$ cat src/rtl/procyon_biu_wb.sv
// procyon_biu_wb -- Bus Interface Unit, Wishbone classic master.
//
// Takes one request at a time from the CCU arbiter and runs it as a Wishbone
// classic cycle. A line request becomes a burst of single-beat transfers at
// ascending bus-word addresses. A byte, half or word request becomes one beat
// with lane selects derived from the low address bits. Completion is reported
// with a one-cycle done pulse that carries the assembled read line.
//
// Ports:
//   clk, n_rst            clock, asynchronous active-low reset
//   i_biu_en              request valid, held by the arbiter until after done
//   i_biu_func            read / write
//   i_biu_len             0 byte, 1 half, 2 word, 3 line
//   i_biu_addr            byte address
//   i_biu_data            write data (sub-word data in the low bits)
//   o_biu_done            one-cycle completion pulse
//   o_biu_data            read line, valid with done and held afterwards
//   o_wb_cyc/stb/we       Wishbone cycle, strobe, write enable
//   o_wb_sel              byte-lane selects
//   o_wb_addr             bus-word aligned byte address
//   o_wb_data             write data
//   i_wb_ack, i_wb_data   beat acknowledge, read data
//
// All outputs come straight from flops.

`ifndef PCYN_BIU_FUNC_WIDTH
`define PCYN_BIU_FUNC_WIDTH 1
`endif
`ifndef PCYN_BIU_FUNC_READ
`define PCYN_BIU_FUNC_READ 1'b0
`endif
`ifndef PCYN_BIU_FUNC_WRITE
`define PCYN_BIU_FUNC_WRITE 1'b1
`endif
`ifndef PCYN_BIU_LEN_WIDTH
`define PCYN_BIU_LEN_WIDTH 2
`endif
`ifndef PCYN_BIU_LEN_BYTE
`define PCYN_BIU_LEN_BYTE 2'd0
`endif
`ifndef PCYN_BIU_LEN_HALF
`define PCYN_BIU_LEN_HALF 2'd1
`endif
`ifndef PCYN_BIU_LEN_WORD
`define PCYN_BIU_LEN_WORD 2'd2
`endif
`ifndef PCYN_BIU_LEN_LINE
`define PCYN_BIU_LEN_LINE 2'd3
`endif

module procyon_biu_wb #(
  parameter int OPTN_ADDR_WIDTH    = 32,
  parameter int OPTN_CCU_LINE_SIZE = 32,
  parameter int OPTN_WB_DATA_WIDTH = 32,
  parameter int CCU_LINE_WIDTH     = OPTN_CCU_LINE_SIZE * 8
) (
  input  logic                              clk,
  input  logic                              n_rst,

  input  logic                              i_biu_en,
  input  logic [`PCYN_BIU_FUNC_WIDTH-1:0]   i_biu_func,
  input  logic [`PCYN_BIU_LEN_WIDTH-1:0]    i_biu_len,
  input  logic [OPTN_ADDR_WIDTH-1:0]        i_biu_addr,
  input  logic [CCU_LINE_WIDTH-1:0]         i_biu_data,
  output logic                              o_biu_done,
  output logic [CCU_LINE_WIDTH-1:0]         o_biu_data,

  output logic                              o_wb_cyc,
  output logic                              o_wb_stb,
  output logic                              o_wb_we,
  output logic [OPTN_WB_DATA_WIDTH/8-1:0]   o_wb_sel,
  output logic [OPTN_ADDR_WIDTH-1:0]        o_wb_addr,
  output logic [OPTN_WB_DATA_WIDTH-1:0]     o_wb_data,
  input  logic                              i_wb_ack,
  input  logic [OPTN_WB_DATA_WIDTH-1:0]     i_wb_data
);

  localparam int WBW      = OPTN_WB_DATA_WIDTH;
  localparam int WB_BYTES = WBW / 8;
  localparam int SEL_W    = WB_BYTES;
  localparam int BEATS    = OPTN_CCU_LINE_SIZE / WB_BYTES;
  localparam int BEAT_W   = (BEATS > 1) ? $clog2(BEATS) : 1;

  localparam logic [OPTN_ADDR_WIDTH-1:0] LINE_MASK = ~(OPTN_ADDR_WIDTH'(OPTN_CCU_LINE_SIZE - 1));
  localparam logic [OPTN_ADDR_WIDTH-1:0] BUS_MASK  = ~(OPTN_ADDR_WIDTH'(WB_BYTES - 1));
  localparam logic [OPTN_ADDR_WIDTH-1:0] BEAT_STEP = OPTN_ADDR_WIDTH'(WB_BYTES);
  localparam logic [BEAT_W-1:0]          LINE_LAST = BEAT_W'(BEATS - 1);

  typedef enum logic [1:0] {
    IDLE = 2'd0,
    BUSY = 2'd1,
    DONE = 2'd2
  } state_t;

  // Byte offset of an address within one bus word.
  function automatic int bus_off(input logic [OPTN_ADDR_WIDTH-1:0] addr);
    return int'(addr & ~BUS_MASK);
  endfunction

  // Lane selects for a single-beat access; low bits below the access size are dropped.
  function automatic logic [SEL_W-1:0] sub_sel(input logic [`PCYN_BIU_LEN_WIDTH-1:0] len,
                                               input int off);
    logic [SEL_W-1:0] sel;
    case (len)
      `PCYN_BIU_LEN_BYTE: sel = SEL_W'(1'b1) << off;
      `PCYN_BIU_LEN_HALF: sel = SEL_W'(2'b11) << ((off / 2) * 2);
      `PCYN_BIU_LEN_WORD: begin
        if (WB_BYTES > 4) begin
          sel = SEL_W'(4'hF) << ((off / 4) * 4);
        end else begin
          sel = '1;
        end
      end
      default: sel = '1;
    endcase
    return sel;
  endfunction

  state_t                      state_q, state_d;
  logic                        cyc_q, cyc_d;
  logic                        stb_q, stb_d;
  logic                        we_q, we_d;
  logic [SEL_W-1:0]            sel_q, sel_d;
  logic [OPTN_ADDR_WIDTH-1:0]  wb_addr_q, wb_addr_d;
  logic [WBW-1:0]              wb_data_q, wb_data_d;
  logic                        done_q, done_d;
  logic [CCU_LINE_WIDTH-1:0]   biu_data_q, biu_data_d;
  logic [CCU_LINE_WIDTH-1:0]   wdata_q, wdata_d;   // latched write line
  logic [CCU_LINE_WIDTH-1:0]   rbuf_q, rbuf_d;     // read line being assembled
  logic [BEAT_W-1:0]           beat_q, beat_d;
  logic [BEAT_W-1:0]           last_q, last_d;     // index of final beat

  logic [WBW-1:0]              sub_wdata_s;
  int                          off_s;

  // Sub-word write data moved up to the lane addressed by the request.
  always_comb begin
    off_s       = bus_off(i_biu_addr);
    sub_wdata_s = i_biu_data[WBW-1:0];
    sub_wdata_s = sub_wdata_s << (off_s * 8);
  end

  // Next-state and output computation for the IDLE/BUSY/DONE sequencer.
  always_comb begin
    state_d    = state_q;
    cyc_d      = cyc_q;
    stb_d      = stb_q;
    we_d       = we_q;
    sel_d      = sel_q;
    wb_addr_d  = wb_addr_q;
    wb_data_d  = wb_data_q;
    done_d     = 1'b0;
    biu_data_d = biu_data_q;
    wdata_d    = wdata_q;
    rbuf_d     = rbuf_q;
    beat_d     = beat_q;
    last_d     = last_q;

    case (state_q)
      IDLE: begin
        if (i_biu_en) begin
          we_d    = (i_biu_func == `PCYN_BIU_FUNC_WRITE);
          wdata_d = i_biu_data;
          rbuf_d  = '0;
          beat_d  = '0;
          cyc_d   = 1'b1;
          stb_d   = 1'b1;
          if (i_biu_len == `PCYN_BIU_LEN_LINE) begin
            last_d    = LINE_LAST;
            wb_addr_d = i_biu_addr & LINE_MASK;
            sel_d     = '1;
            wb_data_d = i_biu_data[WBW-1:0];
          end else begin
            last_d    = '0;
            wb_addr_d = i_biu_addr & BUS_MASK;
            sel_d     = sub_sel(i_biu_len, off_s);
            wb_data_d = sub_wdata_s;
          end
          state_d = BUSY;
        end else begin
          state_d = IDLE;
        end
      end

      BUSY: begin
        if (i_wb_ack) begin
          if (!we_q) begin
            rbuf_d[int'(beat_q) * WBW +: WBW] = i_wb_data;
          end else begin
            rbuf_d = rbuf_q;
          end
          if (beat_q != last_q) begin
            // stb stays up so the slave may ack the next beat immediately
            beat_d    = beat_q + BEAT_W'(1);
            wb_addr_d = wb_addr_q + BEAT_STEP;
            wb_data_d = wdata_q[(int'(beat_q) + 1) * WBW +: WBW];
          end else begin
            cyc_d      = 1'b0;
            stb_d      = 1'b0;
            we_d       = 1'b0;
            done_d     = 1'b1;
            biu_data_d = rbuf_d;
            state_d    = DONE;
          end
        end else begin
          state_d = BUSY;
        end
      end

      DONE: begin
        // wait for the arbiter to drop en so a held request is not replayed
        if (!i_biu_en) begin
          state_d = IDLE;
        end else begin
          state_d = DONE;
        end
      end

      default: begin
        state_d = IDLE;
        cyc_d   = 1'b0;
        stb_d   = 1'b0;
        we_d    = 1'b0;
      end
    endcase
  end

  // State and output registers; reset drops the bus cycle at once.
  always_ff @(posedge clk or negedge n_rst) begin
    if (!n_rst) begin
      state_q    <= IDLE;
      cyc_q      <= 1'b0;
      stb_q      <= 1'b0;
      we_q       <= 1'b0;
      sel_q      <= '0;
      wb_addr_q  <= '0;
      wb_data_q  <= '0;
      done_q     <= 1'b0;
      biu_data_q <= '0;
      wdata_q    <= '0;
      rbuf_q     <= '0;
      beat_q     <= '0;
      last_q     <= '0;
    end else begin
      state_q    <= state_d;
      cyc_q      <= cyc_d;
      stb_q      <= stb_d;
      we_q       <= we_d;
      sel_q      <= sel_d;
      wb_addr_q  <= wb_addr_d;
      wb_data_q  <= wb_data_d;
      done_q     <= done_d;
      biu_data_q <= biu_data_d;
      wdata_q    <= wdata_d;
      rbuf_q     <= rbuf_d;
      beat_q     <= beat_d;
      last_q     <= last_d;
    end
  end

  assign o_wb_cyc   = cyc_q;
  assign o_wb_stb   = stb_q;
  assign o_wb_we    = we_q;
  assign o_wb_sel   = sel_q;
  assign o_wb_addr  = wb_addr_q;
  assign o_wb_data  = wb_data_q;
  assign o_biu_done = done_q;
  assign o_biu_data = biu_data_q;

endmodule
$ cat config.mk
export PLATFORM = sky130hd
export DESIGN_NAME = procyon_biu_wb
export DESIGN_NICKNAME = d
export VERILOG_FILES = /design/src/rtl/procyon_biu_wb.sv
export SDC_FILE = /design/constraint.sdc
export NUM_CORES = 2
export LEC_CHECK = 0
export ABC_AREA = 1
export BUFFER_PORTS_ARGS = -buffer_cell sky130_fd_sc_hd__buf_2
export CELL_PAD_IN_SITES_DETAIL_PLACEMENT = 1
export CELL_PAD_IN_SITES_GLOBAL_PLACEMENT = 1
export CORE_ASPECT_RATIO = 1.25
export CORE_MARGIN = 5
export CORE_UTILIZATION = 25
export DETAILED_ROUTE_END_ITERATION = 7
export PLACE_DENSITY = 0.54
export SKIP_CTS_REPAIR_TIMING = 1
export SKIP_LAST_GASP = 1
export SLEW_MARGIN = 15
export SYNTH_ARGS = -nofsm -noshare
export SYNTH_HDL_FRONTEND = slang
export SYNTH_SLANG_ARGS = --single-unit
$ cat constraint.sdc
create_clock -name clk -period 3.75 [get_ports clk]
set_input_delay 0.75 -clock clk [delete_from_list [all_inputs] [get_ports clk]]
set_output_delay 0.75 -clock clk [all_outputs]
set_load 0.02 [all_outputs]
; Word level (Yosys, flattened, before mapping)
; Cells that the tools add are included.
[totals]
reg_bits = 847
in_bits = 327
out_inout_bits = 328
elab_cells = 78
[op_classes]
add_sub_neg = 4
eq_ne = 10
shift = 6
muxes = 36
n_bitwise = 2
n_reduce_logical = 8
[ops]
columns = op, n
row1 = 256-bit 2-to-1 mux, 3
row2 = 256-bit case mux with 2 select lines, 1
row3 = 256-bit bitwise mux, 1
row4 = 32-bit by 33-bit variable shift with 256-bit output (first input constant), 1
row5 = 256-bit by 10-bit indexed part select with 32-bit output, 1
row6 = 32-bit by 33-bit indexed part select with 256-bit output, 1
row7 = 32-bit 2-to-1 mux, 7
row8 = 32-bit case mux with 2 select lines, 2
row9 = 8-bit negation with 33-bit output, 1
row10 = 32-bit by 3-bit adder with 32-bit output (second input constant), 1
row11 = 32-bit by 5-bit left shift with 32-bit output, 1
row12 = 3-bit 2-to-1 mux, 4
row13 = 1-bit 2-to-1 mux, 8
row14 = 2-bit inequality test (second input constant), 4
row15 = 4-bit case mux with 2 select lines, 1
row16 = 4-bit AND reduction, 2
row17 = 2-bit 2-to-1 mux, 3
row18 = 1-bit case mux with 3 select lines, 2
row19 = 2-bit case mux with 3 select lines, 1
row20 = 3-bit case mux with 2 select lines, 1
row21 = 3-bit AND reduction, 2
row22 = 5-bit 2-to-1 mux, 1
row23 = 3-bit by 1-bit adder with 4-bit output (second input constant), 1
row24 = 2-bit by 1-bit == test with 1-bit output (second input constant), 2
row25 = other kinds (11), 14

; Depth between registers and ports, before layout
[depth]
depth_word = 6
depth_mapped = 15
depth_no_buf = 11

; Worst setup path after synthesis
; Ideal clock, no wire load.
[synth_path]
path_kind = register -> register
from = register beat_q[1]
to = register rbuf_q[31]
setup_time_ns = 0.066
arrival_time_ns = 2.720
required_ns = 3.684
path_slack_ns = 0.964
stages_incl_launch_ff = 14
path_buffers = 3
synth_period_minus_slack_ns = 2.786
cell_sequence = dfrtp_1 > clkbuf_1 > clkinv_1 > clkbuf_1 > ha_1 > ha_1 > inv_1 > nand3_1 > nor2_1 > nand2_1 > clkbuf_1 > o31ai_1 > nand2_1 > nand2_1
[synth_via]
elab_chain_cells = 6
elab_cells_between_ends = 7
classes_between = add/sub: 1 / shift: 2 / mux: 4
[synth_rtl]
columns = element, line
row1 = from (decl), 130  ; logic [BEAT_W-1:0] beat_q, beat_d;
row2 = from (signal assigned), 256  ; beat_q <= beat_d;
row3 = 8-bit negation with 33-bit output (*), 188  ; rbuf_d[int'(beat_q) * WBW +: WBW] = i_wb_data;
row4 = 32-bit by 33-bit indexed part select with 256-bit output or 32-bit by 33-bit variable shift with 256-bit output (tied branches), 188
row5 = 256-bit bitwise mux (*), 188
row6 = 256-bit 2-to-1 mux (*), 187  ; if (!we_q) begin
row7 = 256-bit 2-to-1 mux (*), 186  ; if (i_wb_ack) begin
row8 = 256-bit case mux with 2 select lines (*), 159  ; case (state_q)
row9 = to (signal assigned), 255  ; rbuf_q <= rbuf_d;
row10 = to (decl), 129  ; logic [CCU_LINE_WIDTH-1:0] rbuf_q, rbuf_d;
; Every way passes the cells marked *; elsewhere a longest branch is shown, timed or not. The select of a mux whose other input is x is not followed.
; A chain may end at the register's enable or synchronous reset.

; Worst setup path after layout
[layout_path]
from = register beat_q[0]
to = register rbuf_q[101]
; The elaborated chain is that of the path after synthesis.

==> results.toml <==
[sta]
relSlewSlack_pct = 35.0
setup_violations = 0
drv_slew = 0
hold_violations = 0
final.min_clock_period_ns = 2.98
final.period_utilization_pct = 79.4
skew_ns = 0.0274
rsz0062_at_grt = "false"
worst-slew-pin-transition_ns = 0.975
hold_slack_ns = 0.0104
tns_ns = 0
layout_setup_ws_ns = 0.773
max_freq_mhz = 336

[worst_setup_path]
critical_path_buf_inv_count = 1
crit_path_start_kind = "flip-flop"
cp_slowest_cell = "o21ai_0"
crit_required_ns = 4.29
cp.depth = 6
r2r_start = "beat_q[0]"
path_max_fanout = 20
arrival_ns = 3.51
crit_chain = "inv_2 -> ha_1 -> nor3_1 -> nand3_2 -> o21ai_0 -> o22ai_1"
critical_path_class = "flip-flop to flip-flop"
startpoint = "beat_q[0]"
worstRegToRegCells = 6
crit_path_end_kind = "flip-flop"
critPathMaxStageDelay_ns = 0.70
crit_family = "simple AND/OR/NAND/NOR gates"

[logic_synthesis]
synth.distinct_cells = 40
synth_top_cell_area_share_pct = 56.0
ys_ff_latch = 811
synth_common_cells = "nand2_1, dfrtp_1, o21ai_0"
synth.area.top_cells = "dfrtp_1, nand2_1, o21ai_0"
synthArstFlopShare_pct = 100
ys.flop_type = "dfrtp_1"
synth_area_per_cell_um2 = 8.08
synthXorXnorAreaFrac_pct = 0.0725
muxShareOfSynthArea_pct = 0
synthAdderAreaFrac_pct = 0.173
synth_top_family_by_area = "simple AND/OR/NAND/NOR gates"
synth_compound_area_share_pct = 14.8
synth-simple-area-share_pct = 22.3
synth_edf_count = 0
syn-cell-area_um2 = 36300
yosysWarnings = 0
synth_cells = 4486
yosysSeqAreaShare_pct = 56.0
synthMostInstantiatedCell = "nand2_1"
synth_area_leader_cell = "dfrtp_1"

[cts]
h-tree-depth = 3
cts-root-buf = "clkbuf_16"
clock_sinks = 811
clk_path_buf_depth = 3
insertion_delay_ns = 0.72
numCtsBuffers = 96
path_clk_slew_ns = 0.06
cts_tree = "built"

[pwr]
clockPowerShare_pct = 25.4
leakage_nw = 23.0
switching_share_pct = 44.1
intPower_w = 0.0212
p_switching_w = 0.0168
sequentialPowerShare_pct = 35.5
pwr-share-comb_pct = 39.1
ir_drop_mv = 0.708
powerDensity_nw_per_um2 = 843

[die]
rows = 156
dieArea_um2 = 153000
core-area_um2 = 144000
die_w_um = 351
pin_count = 655
start_util_pct = 25.1
die_y_um = 436

[cells_and_area]
syn_to_final_growth_pct = 24.4
drive_gt1_share_pct = 18.2
fin_nets = 5369

[place]
gp_congestion = 0.887
io_buffers = 652
place_ws_ns = 0.841
dp_hpwl_um = 117000

[global_route]
grt_pass1_wl_um = 240000
track_usage_pct = 21.0
grt_pass1_vias = 34381
antenna_found_initial = 14
global_route.overflow_total = 0
grt_max_degree = 159

[status]
status = "complete, no violations"

[min_path]
hold_class = "input port to asynchronous set/reset pin"

[route]
drt_wl_total_um = 163000
routed-via-count = 32977
firstDrtPassIters = 5
drt-initial-drc-count = 1815
drcViolationCount = 0
antenna_left = 0
viasPerCell = 4.70
avgRoutedWirePerCell_um = 23.3

[job]
cap_violations = 0
-- cell usage in the layout (no fill, tap or decap), types with 24 or more instances in the layout --
cell type / n
a22o_1: 51
nand3_1: 145
buf_4: 60
clkbuf_1: 24
o21ai_0: 550
dfrtp_1: 809
buf_12: 29
a21oi_1: 84
o22ai_1: 111
nor2_1: 158
o211ai_1: 37
buf_2: 651
o21ai_1: 119
clkbuf_16: 97
nand2_1: 1700
inv_1: 326
clkbuf_8: 25
-- metrics by stage --
stage	utilization, %	total power (W)	area, um2	cells
6_report	31.2	0.0380	45100	7019
5_1_grt	31.2	0.0406	45100	7014
3_5_place_dp	29.0	0.0289	41900	6835
3_3_place_gp	29.0	0.0286	41900	6835
2_1_floorplan	-	0.0218	36300	4487
4_1_cts	31.2	0.0388	45100	7012
-- registers in the layout, indices dropped and copies added (netlist names) --
register    count
state_q         2
o_wb_addr      30
o_wb_we         1
last_q          1
o_wb_stb        1
rbuf_q        256
o_biu_done      1
wdata_q       224
o_biu_data    256
beat_q          3
o_wb_data      32
o_wb_sel        4
-- logic make-up after synthesis --
family | after synthesis
AO/OA/AOI/OAI | 974
XOR/XNOR | 3
adder cells (fa/ha/maj) | 5
buffers and inverters | 628
flip-flops | 811
other | 1
AND/OR/NAND/NOR | 2064
-- power by group through the flow --
stage / Clock, W / Sequential (W) / Combinational (W)
finish: 0.00966 / 0.0135 / 0.0149
global route: 0.0103 / 0.0138 / 0.0165
CTS: 0.00998 / 0.0135 / 0.0153
global placement: 0 / 0.0136 / 0.0150
detailed placement: 0 / 0.0136 / 0.0153
floorplan: 0 / 0.0145 / 0.00730
-- metal layers --
layer	share of wire (%)	vias to the layer above	GRT usage (%)	wire length, um
met1	43	16382	26.9	70300
li1	-	15572	-	-
met3	6.3	153	4.76	10300
met2	48	864	35.6	78700
met4	2.4	6	5.62	4000
met5	0.021	-	0	34
-- path summary, 6_finish.rpt --
check,to,slack (ns)
worst min register to register,wdata_q[176],0.46
worst max-delay path,rbuf_q[101],0.77
max in group asynchronous,rbuf_q[27],2.65
min in group clk,wdata_q[173],0.23
worst max register to register,rbuf_q[101],0.77
worst min-delay path,rbuf_q[129],0.01
-- area by class of cell --
cell class,instances,area (um2)
antenna,7,17.5
clock buffer,146,2860
clock inverter,31,363
fill,17349,99300
inverter,339,1290
multi-input combinational,3048,13600
sequential,811,20300
tap,1896,2370
timing repair buffer,741,4300
No activity file was read; power rests on OpenSTA's default activity.
